==> src/rtl/ba22_mem_pkg.sv <==
// ba22_mem_pkg: shared RAM geometry, address shift and dump FSM states
// used by the boot loader and the RAM dump engine.
package ba22_mem_pkg;
    localparam int RAM_AW      = 32;
    localparam int DATA_W      = 32;
    localparam int DEF_WORD_AW = 12;
    localparam int ADDR_SHIFT  = 2;

    typedef enum logic [2:0] {IDLE, ISSUE, WAIT, HOLD, DONE} dump_state_t;
endpackage

==> src/rtl/ram_dump_outreg.sv <==
// ram_dump_outreg: output holding register for the dump stream; data/addr
// stay frozen while valid is high until the sink accepts.
module ram_dump_outreg #(
    parameter int AW = 12,
    parameter int DW = 32
) (
    input  logic          clk,
    input  logic          rst_n,
    input  logic          load,
    input  logic [DW-1:0] load_data,
    input  logic [AW-1:0] load_addr,
    input  logic          ready,
    output logic [DW-1:0] data,
    output logic [AW-1:0] addr,
    output logic          valid
);
    always_ff @(posedge clk or negedge rst_n) begin
        if (!rst_n) begin
            data  <= '0;
            addr  <= '0;
            valid <= 1'b0;
        end else if (load) begin
            data  <= load_data;
            addr  <= load_addr;
            valid <= 1'b1;
        end else if (valid && ready) begin
            valid <= 1'b0;
        end
    end
endmodule

==> src/rtl/ram_dump32.sv <==
// ram_dump32: walks the RAM word by word after load and streams each word out.
// Define RAM_DUMP_CHECKSUM_EN to add the dump_csum running-sum output.
module ram_dump32
    import ba22_mem_pkg::*;
#(
    parameter int WORD_AW = DEF_WORD_AW,
    parameter int RD_LAT  = 1
) (
    input  logic               clk_load,
    input  logic               KEY,
    input  logic               start_dump,
    output logic [RAM_AW-1:0]  addr_ram,
    output logic               rd_en,
    input  logic [DATA_W-1:0]  data_out_ram,
    output logic [DATA_W-1:0]  dump_data,
    output logic [WORD_AW-1:0] dump_addr,
    output logic               dump_valid,
    input  logic               dump_ready,
    output logic               busy,
    output logic               dump_done
`ifdef RAM_DUMP_CHECKSUM_EN
    ,
    output logic [DATA_W-1:0]  dump_csum
`endif
);
    dump_state_t        state;
    logic [WORD_AW-1:0] word_idx;
    logic [1:0]         wait_cnt;
    logic               capture, accept, start_ok;

    assign capture  = state == WAIT && wait_cnt == 2'd1;
    assign accept   = state == HOLD && dump_valid && dump_ready;
    assign start_ok = (state == IDLE || state == DONE) && start_dump;

    function automatic logic [RAM_AW-1:0] byte_addr(input logic [WORD_AW-1:0] idx);
        return RAM_AW'(idx) << ADDR_SHIFT;
    endfunction

    // Outputs are registered, so rd_en/addr_ram are set on the edge entering ISSUE.
    always_ff @(posedge clk_load or negedge KEY) begin
        if (!KEY) begin
            state     <= IDLE;
            word_idx  <= '0;
            addr_ram  <= '0;
            rd_en     <= 1'b0;
            busy      <= 1'b0;
            dump_done <= 1'b0;
            wait_cnt  <= '0;
        end else begin
            case (state)
                IDLE, DONE: if (start_dump) begin
                    state     <= ISSUE;
                    word_idx  <= '0;
                    addr_ram  <= '0;
                    rd_en     <= 1'b1;
                    busy      <= 1'b1;
                    dump_done <= 1'b0;
                end
                ISSUE: begin
                    rd_en    <= 1'b0;
                    wait_cnt <= 2'(RD_LAT);
                    state    <= WAIT;
                end
                WAIT: begin
                    wait_cnt <= wait_cnt - 2'd1;
                    if (capture) state <= HOLD;
                end
                HOLD: if (accept) begin
                    if (&word_idx) begin
                        state     <= DONE;
                        busy      <= 1'b0;
                        dump_done <= 1'b1;
                        addr_ram  <= '0;
                    end else begin
                        word_idx <= word_idx + WORD_AW'(1);
                        addr_ram <= byte_addr(word_idx + WORD_AW'(1));
                        rd_en    <= 1'b1;
                        state    <= ISSUE;
                    end
                end
                default: state <= IDLE;
            endcase
        end
    end

    ram_dump_outreg #(.AW(WORD_AW), .DW(DATA_W)) u_outreg (
        .clk       (clk_load),
        .rst_n     (KEY),
        .load      (capture),
        .load_data (data_out_ram),
        .load_addr (word_idx),
        .ready     (dump_ready),
        .data      (dump_data),
        .addr      (dump_addr),
        .valid     (dump_valid)
    );

`ifdef RAM_DUMP_CHECKSUM_EN
    always_ff @(posedge clk_load or negedge KEY) begin
        if (!KEY)          dump_csum <= '0;
        else if (start_ok) dump_csum <= '0;
        else if (accept)   dump_csum <= dump_csum + dump_data;
    end
`endif
endmodule

==> config.mk <==
export PLATFORM = sky130hd
export DESIGN_NAME = ram_dump32
export DESIGN_NICKNAME = d
export VERILOG_FILES = /design/src/rtl/ba22_mem_pkg.sv /design/src/rtl/ram_dump_outreg.sv /design/src/rtl/ram_dump32.sv
export SDC_FILE = /design/constraint.sdc
export NUM_CORES = 1
export LEC_CHECK = 0
export BUFFER_PORTS_ARGS = -buffer_cell sky130_fd_sc_hd__buf_4
export CORE_AREA = 2 2 95 97
export CTS_BUF_LIST = sky130_fd_sc_hd__clkbuf_8
export DETAILED_ROUTE_END_ITERATION = 7
export DIE_AREA = 0 0 97 99
export PLACE_DENSITY = 0.77
export RECOVER_POWER = 100
export SYNTH_ARGS = -nofsm -noshare
export SYNTH_HDL_FRONTEND = slang
export SYNTH_SLANG_ARGS = --single-unit
==> constraint.sdc <==
create_clock -name clk_load -period 2.1 [get_ports clk_load]
set_clock_uncertainty 0.2 [all_clocks]
set_input_delay 0.105 -clock clk_load [delete_from_list [all_inputs] [get_ports clk_load]]
set_output_delay 0.105 -clock clk_load [all_outputs]
set_load 0.01 [all_outputs]
; ---- Yosys cells after proc, flatten, opt, wreduce, memory -nomap -nowiden
; Cells that the tools add are included.
; Widths: inputs -> output; s select.
[totals]
regBits = 97
latch_bits = 0
ram_bits = 0
romBits = 0
inputBits = 36
output_inout_bits = 80
memories = 0
[classes]
addsub = 2
multipliers = 0
div_mod_pow = 0
magnitude_cmp = 0
n_eq_ne = 10
shift = 0
n_mux = 27
bitwise_logic = 0
reduce_logical = 16
[op_table]
columns = operator, n
row1 = $mux 32, 2
row2 = $pmux 32 s2, 1
row3 = $mux 12, 3
row4 = $pmux 12 s2, 1
row5 = $mux 14, 1
row6 = $add 12x1->12 const B, 1
row7 = $mux 3, 4
row8 = $pmux 3 s4, 1
row9 = $reduce_and 12->1, 1
row10 = $reduce_and 4->1, 3
row11 = $mux 1, 10
row12 = $ne 2x2->1 const B, 4
row13 = $eq 3x2->1 const B, 2
row14 = $reduce_and 3->1, 2
row15 = $reduce_bool 2->1, 3
row16 = $logic_and 1x1->1, 4
row17 = $pmux 1 s2, 2
row18 = $pmux 2 s2, 1
row19 = $eq 3x1->1 const B, 1
row20 = $eq 3x3->1 const B, 1
row21 = $logic_not 3->1, 1
row22 = $pmux 1 s3, 1
row23 = $reduce_bool 3->1, 1
row24 = $eq 2x1->1 const B, 1
row25 = 3 further kinds, 3

; ---- Longest topological paths before layout
[logic_depth]
ltp_word = 5
ltp_mapped = 7

; ---- Modules after synthesis
; A second synthesis with hierarchy kept.
[unflattened]
hier_cells = 269
area_unflattened_um2 = 3597.2
[modules_own_cells]
columns = mod, instances, cells_per_inst, area_per_inst_um2, seq_area_each_um2
row1 = ram_dump_outreg, 1, 96, 1870.5, 1126.1
row2 = ram_dump32, 1, 173, 1726.7, 800.8

; ---- Least setup slack after synthesis
; OpenSTA, ideal clock, no wires.
[synth_timing]
kind = register to register
start = register word_idx[0]
end = register word_idx[11]
t_arrival_ns = 1.587
t_required_ns = 1.778
setup_slack_ns = 0.190
path_stages_with_launch = 8
path_buffers = 2
cell_sequence = dfrtp_1 -> ha_1 -> buf_2 -> nand3_1 -> or2_1 -> o21ai_4 -> buf_6 -> o2bb2ai_1
[synth_via]
elab_chain_cells = 4
elab_cells_between_ends = 7
[synth_rtl]
columns = item, line
row1 = "start, declared", ram_dump32.sv:27  ; logic [WORD_AW-1:0] word_idx;
row2 = "start signal, assigned", ram_dump32.sv:75  ; word_idx <= word_idx + WORD_AW'(1);
row3 = $add 12x1->12, ram_dump32.sv:75
row4 = $mux 12, ram_dump32.sv:69  ; if (&word_idx) begin
row5 = $mux 12, ram_dump32.sv:68  ; HOLD: if (accept) begin
row6 = $pmux 12 s2, ram_dump32.sv:50  ; case (state)
; Parallel ways exist; a longest one is shown, timed or not. The select of a mux whose other input is x is not followed.
; A chain may end at the register's enable or synchronous reset.

; ---- Final worst setup path
[layout_timing]
start = register state[1]
end = register u_outreg.data[0]
[layout_via]
elab_chain_cells = 2
[layout_rtl]
columns = item, line
row1 = "start, declared", ram_dump32.sv:26  ; dump_state_t state;
row2 = "start signal, assigned", ram_dump32.sv:42  ; state <= IDLE;
row3 = "start signal, assigned", ram_dump32.sv:52  ; state <= ISSUE;
row4 = "start signal, assigned", ram_dump32.sv:62  ; state <= WAIT;
row5 = $eq 3x2->1, ram_dump32.sv:31  ; assign capture = state == WAIT && wait_cnt == 2'd1;
row6 = $logic_and 1x1->1, ram_dump32.sv:31
row7 = "end signal, assigned", ram_dump_outreg.sv:23  ; data <= load_data;
row8 = "end, declared", ram_dump_outreg.sv:13  ; output logic [DW-1:0] data,
; Every way passes these cells.

==> results.txt <==
clk buf depth - 2
Reg2Reg Depth - 4
Sum Neg Setup Slack - 0 ps
# DRC - 0
wire per inst - 14.7 µm
vias - 2596
fmax - 0.516 GHz
Slew headroom - 17.1%
CTS root buffer - clkbuf_8
Worst Setup SP - state[1]
crit path capture type - flip-flop
most frequent cells in the layout - dfrtp_1 (77), clkbuf_1 (61), buf_4 (42)
Total Wirelength - 7800 µm
post-synth top area share - 55.1%
RSZ-0062 raised after global routing - false
Initial Util - 40.9%
H-tree Lvls - 3
final hold vios - 0
Reg area - 0.00193 mm²
Yosys Warn Count - 0
cell row count - 34
Synth area leaders - dfrtp_1 (55%), mux2_1 (13%), buf_4 (4.5%)
Multi-input gate area - 0.00136 mm²
drt pass-1 iters - 4
worst-margin pin slew - 1240 ps
Clock transition at path regs - 70 ps
vias in the first global route - 2520
post-DP HPWL - 5270 µm
crit path max fanout - 35
GP Congestion - 0.864
hold_ws - 287 ps
NumNets Final - 455
DIE AREA - 0.00960 mm²
status - finished, final reports clean
Vias/cell - 4.91
leading area contributor after synthesis - dfrtp_1
required time worst endpoint - 2120 ps
Syn Std Cell Area - 0.00350 mm²
Antenna Cells - 0
fin crit share - 92.3%
crit path launch type - flip-flop
Setup crit end - u_outreg.data[0]
Cells after Synth - 281
Setup-failing EPs final - 0
CTS tree - built
fillers - 763
Die Width - 97 µm
pre-CTS WS - 90.3 ps
Resized cells post-CTS - 0
GR Util All Layers - 16.5%
Hold Path Origin - u_outreg.data[13]
fin. max-slew vios - 0
P&R area growth vs syn - 31.7%
PD cells - 1060 mW/mm²
first-pass GRT wire length - 12700 µm
flop-to-flop setup slack - 160 ps
#FFs+latches synth - 77
syn_area_per_cell - 12.4 µm²
reg-to-reg startpoint - state[1]
Post-DRT Antenna Nets - 0
crit path kind - reg -> reg
Worst Slack Setup Final - 161 ps
initial antenna violation count - 0
worst-skew pair later-pin latency - 340 ps
synth unique cells - 48
largest net degree at the start of global routing - 51
worst min path class - reg -> reg
Num CTS Buffers - 9
Worst Path Arrival - 1960 ps
post-synthesis sequential area ratio - 55.1%
drt initial violations - 75
Critical R2R Capture - u_outreg.data[0]
number of clock sinks - 77
IO Pins - 116
ratio of cells with drive above 1 in the final layout - 17.1%
die height - 99 µm
Congestion Overflow GR - 0
P_leak - 2.13 nW
PortBufs - 95
Max rail drop VDD - 435 µV
post-route minimum period - 1940 ps
Core ar. - 0.00855 mm²
commonest non-fill, non-tap cell in the layout - dfrtp_1
max cap viols - 0
## repair_timing
item | in CTS | in global routing
endpoints found under the hold margin | 86 | 0
hold buffers | 35 | 0
buffers inserted | 0 | 3
endpoints found under the setup margin | 0 | 15
## through the flow
step / cell area, µm² / cells / utilization [%] / power [mW]
after global routing: 4610 / 529 / 53.9 / 5.23
after detailed placement: 4260 / 476 / 49.8 / 4.04
after global placement: 4260 / 476 / 49.8 / 3.97
final: 4610 / 529 / 53.9 / 4.90
after CTS: 4820 / 526 / 56.3 / 5.28
after floorplan: 3570 / 300 / - / 3.17
## synth_stat cells, drive strengths merged
cell / count
a211oi: 3
a21o: 6
a21oi: 7
a22o: 2
a31oi: 1
a41oi: 1
and2: 2
and3: 3
and3b: 1
and4: 1
buf: 35
clkbuf: 1
conb: 1
dfrtp: 77
ha: 2
inv: 6
mux2: 44
mux2i: 1
nand2: 17
nand3: 6
nand3b: 1
nand4: 3
nor2: 7
nor2b: 1
nor3: 3
nor3b: 2
nor4: 2
o21a: 1
o21ai: 18
o22ai: 1
o2bb2ai: 2
o31ai: 8
o41ai: 1
or2: 3
or3: 2
xnor2: 7
xor2: 2
## routing by layer
| metal | GRT usage [%] | part of all wire (%) | up-vias |
|---|---|---|---|
| li1 | - | - | 1223 |
| met1 | 22.1 | 45 | 1262 |
| met2 | 26.4 | 48 | 97 |
| met3 | 3.40 | 5.5 | 14 |
| met4 | 6.50 | 1.9 | 0 |
| met5 | 0 | 0 | - |
## sequential cells by signal, indices dropped and copies added (netlist names)
register	count
u_outreg.data	32
wait_cnt	2
u_outreg.addr	12
rd_en	1
u_outreg.valid	1
dump_done	1
state	3
word_idx	12
addr_ram	12
busy	1
## cell type report
cell class | instances | area share [%]
sequential | 77 | 41.8
multi-input combinational | 181 | 29.4
timing repair buffer | 142 | 20.8
tap | 108 | 2.93
clock buffer | 9 | 2.69
clock inverter | 6 | 1.77
inverter | 6 | 0.489
## critical path, stage by stage, from the launching register on
cell	delay, ps
dfrtp_1	530
nor2b_4	250
and3b_1	240
buf_12	240
mux2_2	350
## power breakdown
part	total, mW	switching (mW)	leakage [nW]	internal, mW
registers	2.21	0.275	0.988	1.94
clock network	1.17	0.513	0.112	0.655
logic	1.52	0.825	1.03	0.695
## kinds of logic after synthesis
logic type | after synthesis | share of synthesized area (%)
DFF | 77 | 55.1
and+or+nand+nor | 54 | 9.48
AOI/OAI and AO/OA | 51 | 9.73
muxes | 45 | 14.5
buffers and inverters | 42 | 8.16
xor gates and xnor gates | 9 | 2.25
adders and majority gates | 2 | 0.715
other | 1 | 0.107
## how the worst min path moves through the flow
stage	end	slack [ps]	cells after the start
after global placement	u_outreg.data[2]	-40	1
after global routing	u_outreg.data[13]	300	1
after detailed placement	u_outreg.data[10]	-20	1
final	u_outreg.data[13]	290	1
after CTS	u_outreg.data[10]	140	2
after floorplan	addr_ram[10]	-390	0
Note: power is estimated with default switching activity, not from simulation.
